==> config.mk <==
export PLATFORM = sky130hd
export DESIGN_NAME = uart_tx
export DESIGN_NICKNAME = d
export VERILOG_FILES = /design/src/rtl/config_pkg.sv /design/src/rtl/uart_pkg.sv /design/src/rtl/baud_tick.sv /design/src/rtl/uart_tx.sv
export SDC_FILE = /design/constraint.sdc
export NUM_CORES = 1
export LEC_CHECK = 0
export ABC_AREA = 1
export BUFFER_PORTS_ARGS = -buffer_cell sky130_fd_sc_hd__buf_2
export CAP_MARGIN = 5
export CORE_MARGIN = 5
export CORE_UTILIZATION = 38
export CTS_CLUSTER_DIAMETER = 150
export DETAILED_ROUTE_END_ITERATION = 8
export PLACE_DENSITY_LB_ADDON = 0.3
export SYNTH_ARGS = -nofsm -noshare
export SYNTH_HDL_FRONTEND = slang
export SYNTH_SLANG_ARGS = --single-unit
==> constraint.sdc <==
create_clock -name clk_i -period 2.1 [get_ports clk_i]
set_input_delay 0.63 -clock clk_i [delete_from_list [all_inputs] [get_ports clk_i]]
set_output_delay 0.63 -clock clk_i [all_outputs]
set_load 0.01 [all_outputs]
==> src/rtl/config_pkg.sv <==
// System-level clock and baud settings shared by the UART blocks.
package config_pkg;

   localparam int ClkFreqHz      = 100_000_000;
   localparam int BaudRate       = 115_200;
   localparam int UartClksPerBit = ClkFreqHz / BaudRate;

endpackage : config_pkg

==> src/rtl/uart_pkg.sv <==
// Types and constants shared by the UART transmitter and receiver.
package uart_pkg;

   localparam int UartDataBits = 8;
   localparam int UartBitCntW  = $clog2(UartDataBits);

   typedef enum logic [2:0] {
      IDLE   = 3'd0,
      START  = 3'd1,
      DATA   = 3'd2,
      PARITY = 3'd3,
      STOP   = 3'd4
   } tx_state_e;

endpackage : uart_pkg

==> src/rtl/baud_tick.sv <==
// Bit-period counter: counts 0..ClksPerBit-1 and flags the last cycle of each bit.
// Holding i_clear keeps the count at zero so the next bit starts on a full period.
module baud_tick #(
   parameter int ClksPerBit = 868
) (
   input  logic i_clk,
   input  logic i_rst,
   input  logic i_clear,
   output logic o_tick
);

   localparam int              CntW    = $clog2(ClksPerBit);
   localparam logic [CntW-1:0] LastCnt = CntW'(ClksPerBit - 1);

   logic [CntW-1:0] r_count;

   // NOTE: sequential state uses non-blocking assignments so every flop sees pre-edge values.
   always_ff @(posedge i_clk or posedge i_rst) begin
      if (i_rst) begin
         r_count <= '0;
      end else if (i_clear || o_tick) begin
         r_count <= '0;
      end else begin
         r_count <= r_count + CntW'(1);
      end
   end

   assign o_tick = !i_clear && (r_count == LastCnt);

endmodule : baud_tick

==> src/rtl/uart_tx.sv <==
// UART transmitter: pops one byte per frame from the FIFO and sends it 8N1, LSB first.
// Define UART_TX_PARITY_EN to insert an even-parity bit (8E1).
module uart_tx
   import uart_pkg::*;
#(
   parameter int ClksPerBit = config_pkg::UartClksPerBit
) (
   input  logic                    clk_i,
   input  logic                    reset_i,
   input  logic                    have_next_i,
   input  logic [UartDataBits-1:0] data_i,
   output logic                    next_o,
   output logic                    tx_o,
   output logic                    busy_o
);

   localparam logic [UartBitCntW-1:0] LastBit = UartBitCntW'(UartDataBits - 1);

   tx_state_e               r_state;
   tx_state_e               w_state_nxt;
   logic [UartDataBits-1:0] r_shift;
   logic [UartDataBits-1:0] w_shift_nxt;
   logic [UartBitCntW-1:0]  r_bit_cnt;
   logic [UartBitCntW-1:0]  w_bit_cnt_nxt;
   logic                    r_tx;
   logic                    r_next;
   logic                    r_busy;
   logic                    w_tx_nxt;
   logic                    w_next_nxt;
   logic                    w_busy_nxt;
   logic                    w_tick;
   logic                    w_baud_clear;

`ifdef UART_TX_PARITY_EN
   logic r_parity;

   always_ff @(posedge clk_i or posedge reset_i) begin
      if (reset_i) begin
         r_parity <= 1'b0;
      end else if (r_state == IDLE && have_next_i) begin
         r_parity <= ^data_i;
      end
   end
`endif

   // Counter is held at zero while idle so the start bit gets a full period.
   assign w_baud_clear = (r_state == IDLE);

   baud_tick #(
      .ClksPerBit (ClksPerBit)
   ) u_baud_tick (
      .i_clk   (clk_i),
      .i_rst   (reset_i),
      .i_clear (w_baud_clear),
      .o_tick  (w_tick)
   );

   // NOTE: every combinational output gets a default first; a missed branch would infer a latch.
   always_comb begin
      w_state_nxt   = r_state;
      w_shift_nxt   = r_shift;
      w_bit_cnt_nxt = r_bit_cnt;
      w_next_nxt    = 1'b0;

      case (r_state)
         IDLE: begin
            if (have_next_i) begin
               w_state_nxt = START;
               w_shift_nxt = data_i;
               w_next_nxt  = 1'b1;
            end
         end
         START: begin
            if (w_tick) begin
               w_state_nxt   = DATA;
               w_bit_cnt_nxt = '0;
            end
         end
         DATA: begin
            if (w_tick) begin
               w_shift_nxt   = r_shift >> 1;
               w_bit_cnt_nxt = r_bit_cnt + UartBitCntW'(1);
               if (r_bit_cnt == LastBit) begin
`ifdef UART_TX_PARITY_EN
                  w_state_nxt = PARITY;
`else
                  w_state_nxt = STOP;
`endif
               end
            end
         end
`ifdef UART_TX_PARITY_EN
         PARITY: begin
            if (w_tick) begin
               w_state_nxt = STOP;
            end
         end
`endif
         STOP: begin
            if (w_tick) begin
               w_state_nxt = IDLE;
            end
         end
         default: begin
            w_state_nxt = IDLE;
         end
      endcase

      // Outputs are decoded from the upcoming state so the registered pins line up with it.
      w_busy_nxt = (w_state_nxt != IDLE);
      case (w_state_nxt)
         START:   w_tx_nxt = 1'b0;
         DATA:    w_tx_nxt = w_shift_nxt[0];
`ifdef UART_TX_PARITY_EN
         PARITY:  w_tx_nxt = r_parity;
`endif
         default: w_tx_nxt = 1'b1;
      endcase
   end

   always_ff @(posedge clk_i or posedge reset_i) begin
      if (reset_i) begin
         r_state   <= IDLE;
         r_shift   <= '0;
         r_bit_cnt <= '0;
         r_tx      <= 1'b1;
         r_next    <= 1'b0;
         r_busy    <= 1'b0;
      end else begin
         r_state   <= w_state_nxt;
         r_shift   <= w_shift_nxt;
         r_bit_cnt <= w_bit_cnt_nxt;
         r_tx      <= w_tx_nxt;
         r_next    <= w_next_nxt;
         r_busy    <= w_busy_nxt;
      end
   end

   assign tx_o   = r_tx;
   assign next_o = r_next;
   assign busy_o = r_busy;

endmodule : uart_tx

Word level (Yosys, flattened, before mapping)
Cells that the tools add are included.
{ "totals": {"ff_bits": 27, "input_bits": 11, "word_cells": 45} }
{ "op_classes": {"n_addsub": 2, "n_eq_ne": 10, "n_mux": 16, "reduce_logical": 9} }
{ "op_table": {"columns": ["operator", "count"], "rows": [
  ["$mux 3", 7],
  ["$mux 8", 2],
  ["$pmux 8 s2", 1],
  ["$pmux 3 s4", 1],
  ["$add 10x1->10 const B", 1],
  ["$eq 10x10->1 const B", 1],
  ["$mux 10", 1],
  ["$eq 3x1->1 const B", 2],
  ["$eq 3x2->1 const B", 2],
  ["$eq 3x3->1 const B", 2],
  ["$pmux 3 s2", 1],
  ["$reduce_and 3->1", 2],
  ["$ne 2x1->1 const B", 2],
  ["$reduce_bool 2->1", 2],
  ["$add 3x1->3 const B", 1],
  ["$logic_not 3->1", 1],
  ["$reduce_bool 3->1", 1],
  ["$mux 1", 2],
  ["$ne 2x2->1 const B", 1],
  ["$pmux 1 s2", 1],
  ["$logic_and 1x1->1", 1],
  ["$logic_not 1->1", 1],
  ["$logic_or 1x1->1", 1]
]} }

Logic depth before layout (Yosys ltp)
Gate-level depths: netlist of the first run.
{ "logic_depth": {"word_depth": 7, "ltp_mapped": 10, "ltp_nobuf": 10} }

By module
From an unflattened synthesis of the first run, not the netlist that was laid out.
{ "hier_totals": {"hier_cells": 181, "hier_area_um2": 1417.6} }
{ "modules_own_cells": {"columns": ["mod", "n_inst", "cells_each", "area_each_um2", "seq_area_each_um2"], "rows": [
  ["uart_tx", 1, 107, 839.6, 426.7],
  ["baud_tick", 1, 74, 578.1, 250.2]
]} }

Worst setup path before layout of the first run
Ideal clock, no wire load.
{ "synth_path": {"kind": "reg-to-reg", "start": "reg u_baud_tick.r_count[0]", "end": "reg r_shift[1]", "setup_time_ps": 124, "arrival_time_ps": 1266, "required_ps": 1976, "setup_slack_ps": 710, "path_stages_with_launch": 11, "synth_period_minus_slack_ps": 1390, "cell_sequence": "dfrtp_1 -> ha_1 -> inv_1 -> nor2_1 -> nand2_2 -> nor2_4 -> nand2_4 -> nor2_8 -> nor2_4 -> nand2_1 -> nand3_1"} }
{ "synth_via": {"elab_chain_cells": 4} }
{ "synth_lines": {"columns": ["item", "line", "text"], "rows": [
  ["start: declaration", "baud_tick.sv:15", "logic [CntW-1:0] r_count;"],
  ["start signal: assignment", "baud_tick.sv:24", "r_count <= r_count + CntW'(1);"],
  ["$eq 10x10->1", "baud_tick.sv:28", "assign o_tick = !i_clear && (r_count == LastCnt);"],
  ["$logic_and 1x1->1", "baud_tick.sv:28", null],
  ["$ne 2x1->1 (no line)", null, null],
  ["$reduce_and 3->1 (no line)", null, null],
  ["end signal: assignment", "uart_tx.sv:131", "r_shift <= w_shift_nxt;"],
  ["end: declaration", "uart_tx.sv:21", "logic [UartDataBits-1:0] r_shift;"]
]} }
Every way passes these cells.
A chain may end at the register's enable or synchronous reset.

Final worst setup path of the first run
{ "layout_path": {"start": "reg r_tx, in the netlist tx_o", "end": "out tx_o"} }
{ "layout_lines": {"columns": ["item", "line", "text"], "rows": [
  ["start: declaration", "uart_tx.sv:25", "logic r_tx;"],
  ["start signal: assignment", "uart_tx.sv:133", "r_tx <= w_tx_nxt;"],
  ["end: declaration", "uart_tx.sv:13", "output logic tx_o,"]
]} }
No word-level cell between the ends.

==> impl_metrics.json, run 1 <==
{
  "status": "complete, no violations",
  "grt_max_degree": 28,
  "cts_tree": "built",
  "fp.dieH_um": 69.77,
  "avgSynthCellArea_um2": 8.647,
  "netlist_top_cells_area": "dfrtp_1 (48%), nand2_1 (11%), inv_1 (5.3%)",
  "synthSimpleGateAreaFrac_pct": 36.59,
  "maxCapViolCount": 0,
  "gr-usage-all-layers_pct": 11.29,
  "yosysMostFrequentCell": "nand2_1",
  "stdcell_area_um2": 1508,
  "io-pin-count": 14,
  "ir_worst_vdd_mv": 0.5144,
  "synth_cell_type_count": 26,
  "drv_slew": 0,
  "detail_route.wirelength_um": 2509,
  "synthMuxAreaShare_pct": 0,
  "path_clk_slew_ns": 0.16,
  "finalNetCount": 189,
  "clock_skew_ns": 0.01118,
  "cellPowerDensity_nw_per_um2": 786.5,
  "yosys_warnings": 0,
  "cts_htree_levels": 1,
  "portBuffers": 13,
  "dpl_cell_area_um2": 1476,
  "cp_data_arrival_time_ns": 0.99,
  "grt_overflow": 0,
  "drt_iter0_drc": 61,
  "cp-end-kind": "output port",
  "cpLargestDelayFamily": "flip-flops",
  "core_um2": 3390,
  "swShare_pct": 33.17,
  "fmax_mhz": 616.2,
  "synth_common_cells": "nand2_1 (41), dfrtp_1 (26), inv_1 (19)",
  "synth-adder-area-share_pct": 2.765,
  "numCtsBuffers": 3,
  "clockBufferDepth": 2,
  "hold_viol_final": 0,
  "crit_chain": "buf_2",
  "crit_type": "reg2out",
  "area_delta_synth_final_pct": 11.06,
  "power_switching_mw": 0.3933,
  "synth_compound_area_share_pct": 2.488,
  "num_vias": 1057,
  "dieArea_um2": 4868,
  "yosys_most_used_dff": "dfrtp_1",
  "fin_tns_setup_ns": 0,
  "clk_latency_ns": 0.34,
  "worst_ep_required_time_ns": 1.47,
  "p_seq_share_pct": 58.6,
  "slowest_stage": "dfstp_2",
  "grt_pass1_wl_um": 4609,
  "rsz0062_at_grt": "false",
  "path_max_fanout": 1,
  "fin_crit_sh_pct": 77.27,
  "rows": 21,
  "synth_xor_area_share_pct": 1.290,
  "die_width_um": 69.77,
  "seq_area_frac_synth_pct": 49.86,
  "startpoint": "tx_o",
  "post_cts_resized": 0,
  "synth_top_cell_area_share_pct": 47.93,
  "post-cts-setup-buffers": 0,
  "via_per_inst": 4.805,
  "syn-instance-count": 157,
  "antenna_found_initial": 0,
  "reg2reg_from": "u_baud_tick.r_count[0]",
  "synth_edf_count": 0,
  "ys_ff_latch": 27,
  "postCtsHoldBufs": 0,
  "synthArstFlopShare_pct": 100.0,
  "start_util_pct": 40.05,
  "cts_sinks": 27,
  "grt_pass1_vias": 1087,
  "synth_area_um2": 1358,
  "clkPwrFrac_pct": 20.6,
  "slew-limit-headroom_pct": 74.65,
  "synth_top_family_by_area": "simple AND/OR/NAND/NOR gates",
  "p_int_mw": 0.7925,
  "fin_crit_ns": 1.623,
  "worst_slew_pin_slew_ns": 0.3799,
  "syn-num-nets": 171,
  "cts-root-buf": "clkbuf_4",
  "hpwl_um": 1953,
  "gp_congestion": 0.8713,
  "pwr-share-comb_pct": 20.8,
  "drive_gt1_share_pct": 20.11,
  "startpoint_type": "flip-flop",
  "crit_path_max_incr_delay_ns": 0.54,
  "wl_per_cell_um": 11.40,
  "drtPass1Iterations": 4,
  "p_leak_nw": 0.7589,
  "drc_errors": 0,
  "crit_buf_inv": 1,
  "postRouteAntennaNets": 0,
  "diodes": 0,
  "synth_area_leader_cell": "dfrtp_1",
  "hp-class": "in2async",
  "setup_violations": 0
}
==> cells in the final DEF (no fill, tap or decap), types with 2 or more instances in the layout <==
cell	count
buf_2	13
nor3b_1	2
nor2_4	4
dfrtp_1	26
a21oi_1	3
nand2_1	41
inv_1	19
nand3_1	14
clkbuf_4	3
nand4_1	6
inv_2	2
nand2_2	3
nor2_1	13
xor2_1	2
nor3_1	6
o21ai_0	2
ha_1	3
==> final cells by class <==
class / instances / area [um2]
clock inverters: 1 / 8.758
clock buffers: 3 / 22.52
well taps: 46 / 57.56
multi-input cells: 107 / 585.6
repair buffers: 14 / 72.57
flip-flops and latches: 27 / 676.9
fillers: 342 / 1882
inverters: 22 / 83.83
==> layer usage <==
layer / share of wire (%) / vias to the layer above / track usage (%)
met2: 49 / 11 / 19.62
met4: 0.48 / 0 / 1.915
met5: 0 / - / 0
li1: - / 535 / -
met1: 47 / 509 / 13.68
met3: 3.9 / 2 / 3.768
==> final timing paths <==
kind / slack [ns] / endpoint / cells after the start
worst max-delay path: 0.48 / tx_o / 1
worst min-delay path: 0.32 / next_o / 3
worst max register to register: 0.54 / r_shift[1] / 10
worst min register to register: 0.50 / r_shift[7] / 2
max in group asynchronous: 1.48 / tx_o / 3
min in group clk_i: 0.49 / r_shift[7] / 3
==> registers in the layout, indices dropped and copies added, names as in the netlist <==
signal and cells:
busy_o 1, next_o 1, r_bit_cnt 3, r_shift 8, r_state 3, tx_o 1, u_baud_tick.r_count 10
==> through the flow <==
| stage | hold slack (ns) | util (%) | setup slack (ns) | power [mW] | std cells |
|---|---|---|---|---|---|
| 2_1_floorplan | 0.4422 | - | 0.7104 | 0.8859 | 157 |
| 3_3_place_gp | 0.4677 | 43.56 | 0.6041 | 0.9446 | 216 |
| 3_5_place_dp | 0.4636 | 43.56 | 0.5312 | 0.9581 | 216 |
| 4_1_cts | 0.3132 | 44.48 | 0.4546 | 1.207 | 220 |
| 5_1_grt | 0.3300 | 44.48 | 0.3751 | 1.286 | 220 |
| 6_report | 0.3150 | 44.48 | 0.4772 | 1.186 | 220 |
==> power by group through the flow <==
stage | clock network [mW] | registers [mW] | logic, mW
2_1_floorplan | 0 | 0.689 | 0.197
3_3_place_gp | 0 | 0.704 | 0.240
3_5_place_dp | 0 | 0.705 | 0.253
4_1_cts | 0.259 | 0.695 | 0.253
5_1_grt | 0.281 | 0.710 | 0.294
6_report | 0.244 | 0.695 | 0.246
==> cells by family after synthesis <==
kind of cell / after synthesis
AOI/OAI and AO/OA: 6
xor gates and xnor gates: 2
adders and majority gates: 3
DFF: 27
buffers and inverters: 23
and+or+nand+nor: 96
Note: power is estimated with default switching activity, not from simulation.
==> inputs of run 2 (changes only) <==
--- a/config.mk
+++ b/config.mk
@@ -5,7 +5,7 @@
 export SDC_FILE = /design/constraint.sdc
 export NUM_CORES = 1
 export LEC_CHECK = 0
-export ABC_AREA = 1
+export ABC_AREA = 0
 export BUFFER_PORTS_ARGS = -buffer_cell sky130_fd_sc_hd__buf_2
 export CAP_MARGIN = 5
 export CORE_MARGIN = 5
==> constraint.sdc (replaced) <==
create_clock -name clk_i -period 1.34 [get_ports clk_i]
set_input_delay 0.402 -clock clk_i [delete_from_list [all_inputs] [get_ports clk_i]]
set_output_delay 0.402 -clock clk_i [all_outputs]
set_load 0.01 [all_outputs]
==> run 2 against run 1 <==
Compared with the run above:
- the run now ends with setup timing left
- total power is 75% higher
- register-to-register slack got worse by 1.0 ns
- clock power grew 51%
- sequential share of layout area shrank 9.4 points
- critical path type is now reg2reg
- via count rose by 7.1%
- cell area grew 26%
- global-route usage up 1.3 points
- critical path depth up 4
- sequential power up 48%
- die area rose by 1.1%
- non-clock buffer count grew 39
- first-iteration DRC count increased by 9.8%
==> impl_metrics.json, run 2 <==
{
  "synth_top_family_by_area": "simple AND/OR/NAND/NOR gates",
  "p_seq_share_pct": 49.9,
  "startpoint_type": "flip-flop",
  "yosys_most_used_dff": "dfrtp_1",
  "synthArstFlopShare_pct": 100.0,
  "reg_top3": "u_baud_tick.r_count x10, r_shift x8",
  "largest_reg_flops": 10,
  "avgSynthCellArea_um2": 10.91,
  "dieArea_um2": 4922,
  "cts_tree": "built",
  "yosys_warnings": 0,
  "drc_errors": 0,
  "swShare_pct": 29.64,
  "grt_pass1_vias": 1143,
  "yosysMostFrequentCell": "dfrtp_1",
  "worst_slew_pin_slew_ns": 0.3435,
  "grt_overflow": 0,
  "rows": 21,
  "pwr-share-comb_pct": 32.4,
  "cp-end-kind": "flip-flop",
  "postCtsHoldBufs": 0,
  "crit_type": "reg2reg",
  "drv_slew": 0,
  "clock_skew_ns": 0.01721,
  "synth_xor_area_share_pct": 4.459,
  "via_per_inst": 5.076,
  "clkPwrFrac_pct": 17.8,
  "power_mw": 2.073,
  "final_common_cell": "buf_4",
  "diodes": 0,
  "synth_area_leader_cell": "dfrtp_1",
  "p_int_mw": 1.459,
  "clockBufferDepth": 2,
  "synth_cell_type_count": 44,
  "hp-class": "in2async",
  "netlist_top_cells_area": "dfrtp_1 (47%), a22o_1 (4.5%), a21o_1 (4.4%)",
  "gp_congestion": 0.8241,
  "maxCapViolCount": 0,
  "synth_area_um2": 1375,
  "portBuffers": 13,
  "path_max_fanout": 5,
  "slew-limit-headroom_pct": 77.10,
  "path_clk_slew_ns": 0.16,
  "synth_top_cell_area_share_pct": 47.32,
  "cts-root-buf": "clkbuf_4",
  "io-pin-count": 14,
  "antenna_found_initial": 0,
  "grt_max_degree": 28,
  "start_util_pct": 40.26,
  "synth-adder-area-share_pct": 2.730,
  "cts_sinks": 27,
  "ys_ff_latch": 27,
  "wl_per_cell_um": 13.68,
  "fin_ws_ns": -0.5050,
  "syn-num-nets": 140,
  "drtPass1Iterations": 4,
  "detail_route.wirelength_um": 3050,
  "violations": "setup timing",
  "die_width_um": 70.16,
  "hold_viol_final": 0,
  "finalNetCount": 192,
  "fin_crit_ns": 1.845,
  "fmax_mhz": 542.0,
  "fp.dieH_um": 70.16,
  "seq_area_frac_synth_pct": 49.23,
  "synth_compound_area_share_pct": 17.11,
  "dpl_cell_area_um2": 1732,
  "worst_ep_required_time_ns": 1.63,
  "status": "finished, violations left",
  "gr-usage-all-layers_pct": 12.57,
  "fin_crit_sh_pct": 137.7,
  "numCtsBuffers": 3,
  "drt_iter0_drc": 67,
  "p_leak_nw": 0.9843,
  "postRouteAntennaNets": 0,
  "syn-instance-count": 126,
  "hpwl_um": 2097,
  "stdcell_area_um2": 1907,
  "clk_latency_ns": 0.33,
  "synthSimpleGateAreaFrac_pct": 22.29,
  "synth_common_cells": "dfrtp_1 (26), nor2_1 (13), a21o_1 (8)",
  "cp_data_arrival_time_ns": 2.13,
  "power_switching_mw": 0.6145,
  "cellPowerDensity_nw_per_um2": 1087,
  "regMostFlops": "u_baud_tick.r_count",
  "layout_common_cells": "buf_4 (34), dfrtp_1 (26), nor2_1 (12), buf_2 (12), a21o_1 (8)",
  "cts_htree_levels": 1,
  "area_delta_synth_final_pct": 38.67,
  "setup_violations": 27,
  "ir_worst_vdd_mv": 0.7620,
  "num-fill-cells": 304,
  "synthMuxAreaShare_pct": 0,
  "synth_edf_count": 0,
  "rsz0062_at_grt": "true",
  "num_vias": 1132,
  "grt_pass1_wl_um": 5078,
  "core_um2": 3416,
  "drive_gt1_share_pct": 41.81
}
## run 2: kinds of logic (layout without fill, tap and decap cells)
family                     after synthesis  after routing
DFF                                     27             27
adders and majority gates                3              3
buffers and inverters                   10             61
and+or+nand+nor                         49             49
AOI/OAI and AO/OA                       30             30
xor gates and xnor gates                 7              7
## run 2: worst max-delay path: stages, from the launching register on
cell and delay (ns):
dfrtp_1 0.39, ha_2 0.18, or3b_4 0.42, or4_1 0.52, o311a_1 0.17, a21oi_2 0.14
## run 2: layout make-up
cell class,instances,area [um2],area share [%]
multi-input combinational,89,724.4,37.99
clock inverter,1,7.507,0.3937
tap,46,57.56,3.018
inverter,4,15.01,0.7874
clock buffer,3,22.52,1.181
timing repair buffer,53,402.9,21.13
sequential,27,676.9,35.50
## run 2: path summary, 6_finish.rpt
path                                             start                     end  slack (ns)  cells past startpoint
worst min register to register              r_shift[5]              r_shift[5]        0.50                      1
min in group clk_i                           data_i[7]              r_shift[7]        0.28                      2
max in group asynchronous                      reset_i                    tx_o        0.95                      3
worst max-delay path            u_baud_tick.r_count[1]                    tx_o       -0.51                      5
worst max register to register  u_baud_tick.r_count[1]                    tx_o       -0.51                      5
worst min-delay path                           reset_i  u_baud_tick.r_count[9]        0.09                      3
## run 2: timing repair
| item | CTS | global route |
|---|---|---|
| endpoints found under the setup margin | 27 | 27 |
| pin swaps | 2 | 2 |
| gates resized for setup | 10 | 7 |
| setup buffers | 2 | 5 |
## run 2: power groups by stage
stage               Clock (mW)  Sequential [mW]  Combinational, mW
floorplan                    0             1.06              0.289
global placement             0             1.03              0.524
detailed placement           0             1.04              0.536
CTS                      0.385             1.03              0.576
global route             0.418             1.04              0.740
finish                   0.368             1.03              0.671
## run 2: through the flow
stage	cells	TNS, ns	setup slack, ns	util, %	hold WS (ns)
after detailed placement	212	-12.22	-0.5332	50.70	0.4692
after global routing	223	-13.79	-0.5697	55.82	0.1087
after floorplan	126	-11.89	-0.5085	-	0.4447
after CTS	218	-11.83	-0.4832	53.55	0.09110
after global placement	212	-11.37	-0.4955	50.70	0.4615
final	223	-11.90	-0.5050	55.82	0.08835
## run 2: layer usage
| metal | part of all wire [%] | GRT usage [%] | wire length [um] |
|---|---|---|---|
| met1 | 45 | 16.43 | 1382 |
| met2 | 51 | 20.04 | 1546 |
| met3 | 2.8 | 3.443 | 84 |
| met4 | 1.2 | 4.255 | 37 |
| met5 | 0 | 0 | 0 |
